<file path="src/rtl/fetch_pkg.sv">
// Shared types and constants for the instruction-fetch front end.
package fetch_pkg;

    typedef enum logic [1:0] {
        S_BOOT,
        S_RUN,
        S_DRAIN
    } state_t;

    typedef struct packed {
        logic [31:0] insn;
        logic [31:0] pc;
    } fifo_entry_t;

    // Low address bits that must be zero in a fetch address.
    localparam logic [1:0] INSN_ALIGN_MASK = 2'b11;

endpackage

</file>
<file path="src/rtl/fetch_fifo.sv">
// Synchronous FIFO with flush, registered count and a combinational head.
module fetch_fifo #(
    parameter int DEPTH = 4,
    parameter int WIDTH = 64
) (
    input  logic                   clk,
    input  logic                   rst,
    input  logic                   flush,
    input  logic                   push,
    input  logic [WIDTH-1:0]       push_data,
    input  logic                   pop,
    output logic [WIDTH-1:0]       head,
    output logic [$clog2(DEPTH):0] count
);

    localparam int AW = $clog2(DEPTH);

    logic [WIDTH-1:0] mem [DEPTH];
    logic [AW-1:0]    wr_ptr;
    logic [AW-1:0]    rd_ptr;

    always_ff @(posedge clk) begin
        if (rst || flush) begin
            wr_ptr <= '0;
            rd_ptr <= '0;
            count  <= '0;
        end else begin
            if (push) begin
                wr_ptr <= wr_ptr + 1'b1;
            end
            if (pop) begin
                rd_ptr <= rd_ptr + 1'b1;
            end
            if (push && !pop) begin
                count <= count + 1'b1;
            end else if (!push && pop) begin
                count <= count - 1'b1;
            end
        end
    end

    always_ff @(posedge clk) begin
        if (push && !flush) begin
            mem[wr_ptr] <= push_data;
        end
    end

    assign head = mem[rd_ptr];

endmodule

</file>
<file path="src/rtl/fetch_unit.sv">
// Instruction-fetch front end: sequential PC generation, pipelined imem
// requests, prefetch buffering and redirect flush with stale-response drop.
module fetch_unit
    import fetch_pkg::*;
#(
    parameter int              XLEN       = 32,
    parameter logic [XLEN-1:0] RESET_PC   = '0,
    parameter int              FIFO_DEPTH = 4
) (
    input  logic            i_clk,
    input  logic            i_rst,
    output logic            o_imem_req,
    output logic [XLEN-1:0] o_imem_addr,
    input  logic            i_imem_gnt,
    input  logic            i_imem_rvalid,
    input  logic [XLEN-1:0] i_imem_rdata,
    input  logic            i_redirect,
    input  logic [XLEN-1:0] i_redirect_pc,
    output logic            o_insn_valid,
    output logic [XLEN-1:0] o_insn,
    output logic [XLEN-1:0] o_insn_pc,
    input  logic            i_insn_ready,
    output logic [XLEN-1:0] o_fetch_pc,
    output logic            o_proto_err
);

    localparam int CW = $clog2(FIFO_DEPTH) + 1;

    state_t            state;
    logic [XLEN-1:0]   fetch_pc;
    logic [XLEN-1:0]   resp_pc;
    logic [CW-1:0]     outstanding;
    logic [CW-1:0]     discard;
    logic [CW-1:0]     fifo_count;
    logic [CW-1:0]     discard_next;
    logic [CW:0]       credit_used;
    logic [XLEN-1:0]   target;
    logic [2*XLEN-1:0] head;
    logic              proto_err;
    logic              granted;
    logic              resp_ok;
    logic              push;
    logic              pop;

    // In-flight requests and buffered entries share the FIFO's capacity.
    assign credit_used = {1'b0, outstanding} + {1'b0, fifo_count};

    assign o_imem_req = (state != S_BOOT) && !i_redirect &&
                        (credit_used < (CW+1)'(FIFO_DEPTH));
    assign o_imem_addr = fetch_pc;
    assign o_fetch_pc  = fetch_pc;
    assign o_proto_err = proto_err;

    assign granted = o_imem_req && i_imem_gnt;
    assign resp_ok = i_imem_rvalid && (outstanding != '0);
    assign push    = resp_ok && (discard == '0) && !i_redirect;
    assign pop     = o_insn_valid && i_insn_ready && !i_redirect;

    assign target = {i_redirect_pc[XLEN-1:2],
                     i_redirect_pc[1:0] & ~INSN_ALIGN_MASK};

    assign discard_next = outstanding + CW'(granted) - CW'(resp_ok);

    fetch_fifo #(
        .DEPTH (FIFO_DEPTH),
        .WIDTH (2*XLEN)
    ) u_fifo (
        .clk       (i_clk),
        .rst       (i_rst),
        .flush     (i_redirect),
        .push      (push),
        .push_data ({i_imem_rdata, resp_pc}),
        .pop       (pop),
        .head      (head),
        .count     (fifo_count)
    );

    assign o_insn_valid = (fifo_count != '0);
    assign o_insn       = o_insn_valid ? head[2*XLEN-1:XLEN] : '0;
    assign o_insn_pc    = o_insn_valid ? head[XLEN-1:0] : '0;

    // resp_pc is the PC of the next non-stale response, since imem is in order.
    always_ff @(posedge i_clk) begin
        if (i_rst) begin
            state       <= S_BOOT;
            fetch_pc    <= RESET_PC;
            resp_pc     <= RESET_PC;
            outstanding <= '0;
            discard     <= '0;
            proto_err   <= 1'b0;
        end else begin
            if (i_imem_rvalid && (outstanding == '0)) begin
                proto_err <= 1'b1;
            end
            outstanding <= outstanding + CW'(granted) - CW'(resp_ok);
            if (i_redirect) begin
                fetch_pc <= target;
                resp_pc  <= target;
                discard  <= discard_next;
                state    <= (discard_next != '0) ? S_DRAIN : S_RUN;
            end else begin
                if (granted) begin
                    fetch_pc <= fetch_pc + XLEN'(4);
                end
                if (push) begin
                    resp_pc <= resp_pc + XLEN'(4);
                end
                if (resp_ok && (discard != '0)) begin
                    discard <= discard - 1'b1;
                end
                unique case (state)
                    S_BOOT: state <= S_RUN;
                    S_RUN:  state <= S_RUN;
                    S_DRAIN: begin
                        if ((discard == '0) ||
                            ((discard == CW'(1)) && resp_ok)) begin
                            state <= S_RUN;
                        end
                    end
                    default: state <= S_BOOT;
                endcase
            end
        end
    end

endmodule

</file>
<file path="config.mk">
export PLATFORM = sky130hd
export DESIGN_NAME = fetch_unit
export DESIGN_NICKNAME = d
export VERILOG_FILES = /design/src/rtl/fetch_pkg.sv /design/src/rtl/fetch_fifo.sv /design/src/rtl/fetch_unit.sv
export SDC_FILE = /design/constraint.sdc
export NUM_CORES = 1
export LEC_CHECK = 0
export CORE_AREA = 2 2 120 239
export CTS_BUF_LIST = sky130_fd_sc_hd__clkbuf_8
export DETAILED_ROUTE_END_ITERATION = 8
export DIE_AREA = 0 0 122 241
export PLACE_DENSITY = 0.82
export SYNTH_ARGS = -nofsm -noshare
export SYNTH_HDL_FRONTEND = slang
export SYNTH_SLANG_ARGS = --single-unit
</file>
<file path="constraint.sdc">
create_clock -name i_clk -period 4.2 [get_ports i_clk]
set_clock_uncertainty 0.2 [all_clocks]
set_input_delay 0.84 -clock i_clk [delete_from_list [all_inputs] [get_ports i_clk]]
set_output_delay 0.84 -clock i_clk [all_outputs]
set_load 0.01 [all_outputs]
</file>
Yosys cells after proc, flatten, opt, wreduce, memory -nomap -nowiden
Memories as Yosys holds them, arrays and structs flattened. A register that Yosys moved wholly into a read port is not among the register bits.
Index checks and enable logic that the tools add are counted.
- output and inout port bits: 131
- RAM bits: 256
- register bits after elaboration: 80
- bits in latches: 0
- input port bits: 70
- memories: 1
- logic and storage cells: 78
- memory bits (read-only): 0
- shifts and indexed selects: 0
- bitwise logic cells: 0
- multiply operators: 0
- reductions and logical operators: 33
- mux-type cells: 18
- divide/modulo/power cells: 0
- eq/ne operators: 4
- order comparisons: 1
- add/subtract/negate cells: 10
- memory list (name ; words ; bits a word ; read ports ; clocked after memory_dff ; wr ports ; line ; RTL):
    u_fifo.mem ; 4 ; 64 ; 1 ; 1 ; 1 ; fetch_fifo.sv:18 ; logic [WIDTH-1:0] mem [DEPTH];
- operator list (kind ; count):
    2-to-1 mux 32 bit ; 6
    adder 32 x 3 -> 32 bit (second input constant) ; 2
    logical AND 1 bit ; 14
    2-to-1 mux 3 bit ; 4
    nonzero test 3 bit ; 4
    2-to-1 mux 2 bit ; 5
    nonzero test 2 bit ; 5
    logical NOT 3 bit ; 2
    subtractor 3 x 1 -> 3 bit (second input constant) ; 2
    adder 2 x 1 -> 2 bit (second input constant) ; 2
    adder 3 x 3 -> 4 bit ; 1
    < comparator 4 x 3 -> 1 bit (second input constant) ; 1
    one-hot mux 2 bit (2 select lines) ; 1
    OR reduction 2 bit ; 2
    adder 3 x 1 -> 3 bit ; 1
    adder 3 x 1 -> 3 bit (second input constant) ; 1
    equality test 3 x 1 -> 1 bit (second input constant) ; 1
    logical NOT 1 bit ; 3
    inequality test 3 bit (second input constant) ; 1
    subtractor 3 x 1 -> 3 bit ; 1
    equality test 2 x 1 -> 1 bit (second input constant) ; 1
    equality test 2 bit (second input constant) ; 1
    logical NOT 2 bit ; 1
    logical OR 1 bit ; 2
    2-to-1 mux 1 bit ; 2

Longest topological paths before layout
- depth after elaboration: 9
- depth in mapped cells: 15
- gate-level depth less buffers: 13

By module
A second synthesis with hierarchy kept.
- cell total of the unflattened synthesis: 971
- area, all modules: 14352.5 sq um
- by module, submodules not included (module ; cells an instance ; times used ; sequential area each (sq um) ; area an instance (sq um)):
    fetch_fifo ; 378 ; 1 ; 7867.5 ; 9739.3
    fetch_unit ; 593 ; 1 ; 1381.3 ; 4613.2

Worst setup path after synthesis
OpenSTA, ideal clock, no wires.
- kind: in2reg
- start: input port i_redirect
- end: register state[1]
- setup time: 0.137 ns
- arrival time: 3.258 ns
- slack: 0.605 ns
- buffers on the path: 2
- stages on the path: 13
- data required time: 3.863 ns
- cell sequence: nor4_1 > o2111a_1 > buf_2 > inv_2 > clkbuf_1 > ha_1 > inv_1 > ha_1 > fa_1 > xor2_1 > xnor2_1 > nor4_1 > a211oi_1
- word-level cells in the longest chain between the ends: 9
- elaborated cells between the ends (all ways): 10
- those cells by class: add/sub (2); eq/ne (1); mux (2); reduce/logical (5)
- RTL lines (what ; line ; RTL):
    start: declaration ; fetch_unit.sv:17 ; input logic i_redirect,
    logical NOT 1 bit ; fetch_unit.sv:48 ; assign o_imem_req = (state != S_BOOT) && !i_redirect &&
    logical AND 1 bit (2 in a row) ; fetch_unit.sv:48 ;
    logical AND 1 bit ; fetch_unit.sv:54 ; assign granted = o_imem_req && i_imem_gnt;
    adder 3 x 1 -> 3 bit ; fetch_unit.sv:62 ; assign discard_next = outstanding + CW'(granted) - CW'(resp_ok);
    subtractor 3 x 1 -> 3 bit ; fetch_unit.sv:62 ;
    nonzero test 3 bit ; fetch_unit.sv:100 ; state <= (discard_next != '0) ? S_DRAIN : S_RUN;
    2-to-1 mux 2 bit ; fetch_unit.sv:100 ;
    2-to-1 mux 2 bit ; fetch_unit.sv:96 ; if (i_redirect) begin
    end signal: assignment ; fetch_unit.sv:100 ;
    end: declaration ; fetch_unit.sv:29 ; state_t state;
Parallel ways exist; a longest one is shown, timed or not.
A chain may end at the register's enable or synchronous reset.

Final worst setup path
- start: register u_fifo.count[0]
- end: output port o_insn_pc[26]
- word-level cells in the longest chain between the ends: 2
- RTL lines (what ; line ; RTL):
    start: declaration ; fetch_fifo.sv:13 ; output logic [$clog2(DEPTH):0] count
    start signal: assignment ; fetch_fifo.sv:35 ; count <= count + 1'b1;
    start signal: assignment ; fetch_fifo.sv:37 ; count <= count - 1'b1;
    nonzero test 3 bit ; fetch_unit.sv:78 ; assign o_insn_valid = (fifo_count != '0);
    2-to-1 mux 32 bit ; fetch_unit.sv:80 ; assign o_insn_pc = o_insn_valid ? head[XLEN-1:0] : '0;
    end: declaration ; fetch_unit.sv:21 ; output logic [XLEN-1:0] o_insn_pc,
No other way between the ends.

==> summary.md <==
| Metric | Value |
|---|---|
| Status | `completed` |
| WL per Instance | `around 19 um` |
| R2R depth | `9` |
| Dominant cells by area after synthesis | `edfxtp_1 53%, dfxtp_1 11%, mux4_2 10%` |
| Peak supply drop | `~0.00026 V` |
| Endpoint class of the critical path | `primary output` |
| EDFF count, synth | `~250` |
| P&R area growth vs syn | `20.9%` |
| Critical path startpoint category | `register` |
| IO Count | `~200` |
| FF-to-FF End | `u_fifo.count[2]` |
| FILL cells | `roughly 2,000` |
| Worst skew pair latency | `about 540 ps` |
| Cts hold-fix bufs | `0` |
| Hold Crit Class | `register to register` |
| Antenna violations before repair | `1` |
| Drc violations | `0` |
| Largest area contributor in the netlist | `edfxtp_1` |
| Fmax | `between 200 and 300 MHz` |
| Tmin final | `approximately 3700 ps` |
| Routed Antenna Nets | `0` |
| Reg clk slew, reported paths | `approximately 70 ps` |
| Synth Flop Type | `edfxtp_1` |
| PwrDens | `423 nW/um^2` |
| CTS tree | `yes` |
| Count of different cell masters after synthesis | `64` |
| FF-to-FF setup slack | `between 900 and 1000 ps` |
| Share of cells above drive strength 1 | `13.2%` |
| Final hold vios | `0` |
| Vias in the first global route | `approximately 9,000` |
| Syn Inst Count | `slightly below 1,000` |
| Clk sinks | `326` |
| # Post-CTS Setup Buffers | `0` |
| Arrival time at the worst endpoint | `around 2700 ps` |
| Synth Register Bits | `~330` |
| Final-stage net count | `about 1,200` |
| Setup violators final | `0` |
| TNS Setup | `0 ps` |
| Post_cts resized | `0` |
| CP startpoint | `u_fifo.count[0]` |
| Sequential share of the synthesized area | `around 65%` |
| Most frequent cells after synthesis | `248 x edfxtp_1, 78 x dfxtp_1, 71 x and2_1` |
| RSZ-0062 raised after global routing | `no` |
| Critical path class | `register to primary output` |
| Utilization after layout | `61.4%` |
| Share of Yosys cell area claimed by the top area cell type | `a little over half` |
| Die Footprint | `between 20,000 and 30,000 sq um` |
| Post-synth ARST share | `0%` |
| Die height | `around 240 um` |
| Largest net degree at the start of global routing | `67` |
| Total routed wirelength | `slightly below 30,000 um` |
| Max-Cap Viols | `0` |
| H-Tree Depth | `2` |
| CP max FO | `between 60 and 70` |
| Lkg Pwr | `between 5 and 6 nW` |
| Share of the clock period used by the worst path | `between 80% and 90%` |
| Area of the core | `27,400 sq um` |
| Final HPWL DP | `roughly 19,000 um` |
| Die X | `between 100 and 150 um` |
| Remaining Overflow, GRT | `0` |
| Initial Util | `~51%` |
| First-pass GRT wire length | `approximately 45,000 um` |
| Routed vias | `around 8,500` |
| Yosys warning count | `0` |
| RD Place Congestion | `around 0.9` |
| Rel. slew slack | `between 30% and 40%` |
| Slew Viols, Final | `0` |
| RR Startpoint | `u_fifo.count[0]` |
| Num rows | `86` |
| Via density | `roughly 5.6` |
| Most frequent cell after synthesis | `edfxtp_1` |
| Crit path required time | `between 3000 and 4000 ps` |
| CTS Buffer Depth | `3` |
| Num CTS Buffers | `between 40 and 50` |
| Worst-Margin Slew | `996 ps` |
| Post-Syn Area | `between 10,000 and 15,000 sq um` |
| Hold Crit Depth | `2` |
| Input/output buffers | `around 190` |
| Global Route Usage Sum | `about a fifth` |
| First drt pass iteration count | `8` |
| DRT iter0 DRCs | `412` |
| End point of the critical path | `o_insn_pc[26]` |
| Syn Area/Cell | `around 15 sq um` |
| Clock root buffer master | `clkbuf_8` |
-- worst min path at each step --
stage,to,from
6_report,o_proto_err,o_proto_err
5_1_grt,o_proto_err,o_proto_err
4_1_cts,o_proto_err,o_proto_err
3_5_place_dp,o_proto_err,o_proto_err
3_3_place_gp,o_proto_err,o_proto_err
2_1_floorplan,u_fifo.count[2],u_fifo.count[2]
-- critical path: stages (launching register included) --
cell and delay (ps):
dfxtp_1 360, or3_2 900, and2_1 320, clkdlybuf4s50_1 500
-- power by group --
part	internal [mW]	total (mW)	switching, mW
sequential	3.64	3.78	0.140
clock	1.15	2.22	1.07
combinational	0.574	1.12	0.549
total	5.37	7.13	1.76
-- through the flow --
step	std cells	hold slack, ps	setup slack (ps)	power (mW)	area [sq um]
after floorplan	966	270	605	4.48	14000
after global placement	1439	254	244	4.95	16100
after detailed placement	1439	271	206	4.98	16100
after CTS	1507	287	394	7.21	16900
after global routing	1508	303	310	7.45	16900
final	1508	282	497	7.13	16900
-- flip-flops by register name (all words and copies together), names as in the netlist, named ones only --
| signal | count |
|---|---|
| discard | 3 |
| o_fetch_pc | 30 |
| o_proto_err | 1 |
| outstanding | 3 |
| resp_pc | 30 |
| state | 2 |
| u_fifo.count | 3 |
| u_fifo.mem | 248 |
| u_fifo.rd_ptr | 2 |
| u_fifo.wr_ptr | 2 |
-- layer usage --
metal	GRT usage [%]	part of all wire (%)
met1	22.0	37
met4	8.53	3.2
met2	37.5	56
met5	0	0
met3	2.53	4.7
-- placed cells by master, fill, tap and decap left out, types with 24 or more instances in the layout --
cell type	instances
edfxtp_1	248
clkdlybuf4s50_1	191
dfxtp_1	76
and2_1	67
mux4_2	62
nand2_1	48
nor2_1	44
clkbuf_8	44
a21oi_1	27
inv_1	26
xor2_1	25
nand4_1	24
-- cells by family after synthesis --
kind of cell,Yosys count,share of synthesized area (%)
DFF,326,64.6
xor gates and xnor gates,37,2.32
AOI/OAI and AO/OA,134,6.34
other,1,0.0269
adders and majority gates,16,1.54
buffers and inverters,108,3.98
muxes,64,10.2
and+or+nand+nor,275,11.0
-- cell type report --
cell class	count	area, sq um	share of cell area (%)
Clock inverter	24	181	1.08
Tap cell	352	440	2.61
Multi-Input combinational cell	532	4410	26.1
Sequential cell	326	9010	53.5
Clock buffer	44	606	3.59
Timing Repair Buffer	208	2120	12.6
Inverter	21	78.8	0.468
Antenna cell	1	2.50	0.0148
No activity file was read; power rests on OpenSTA's default activity.
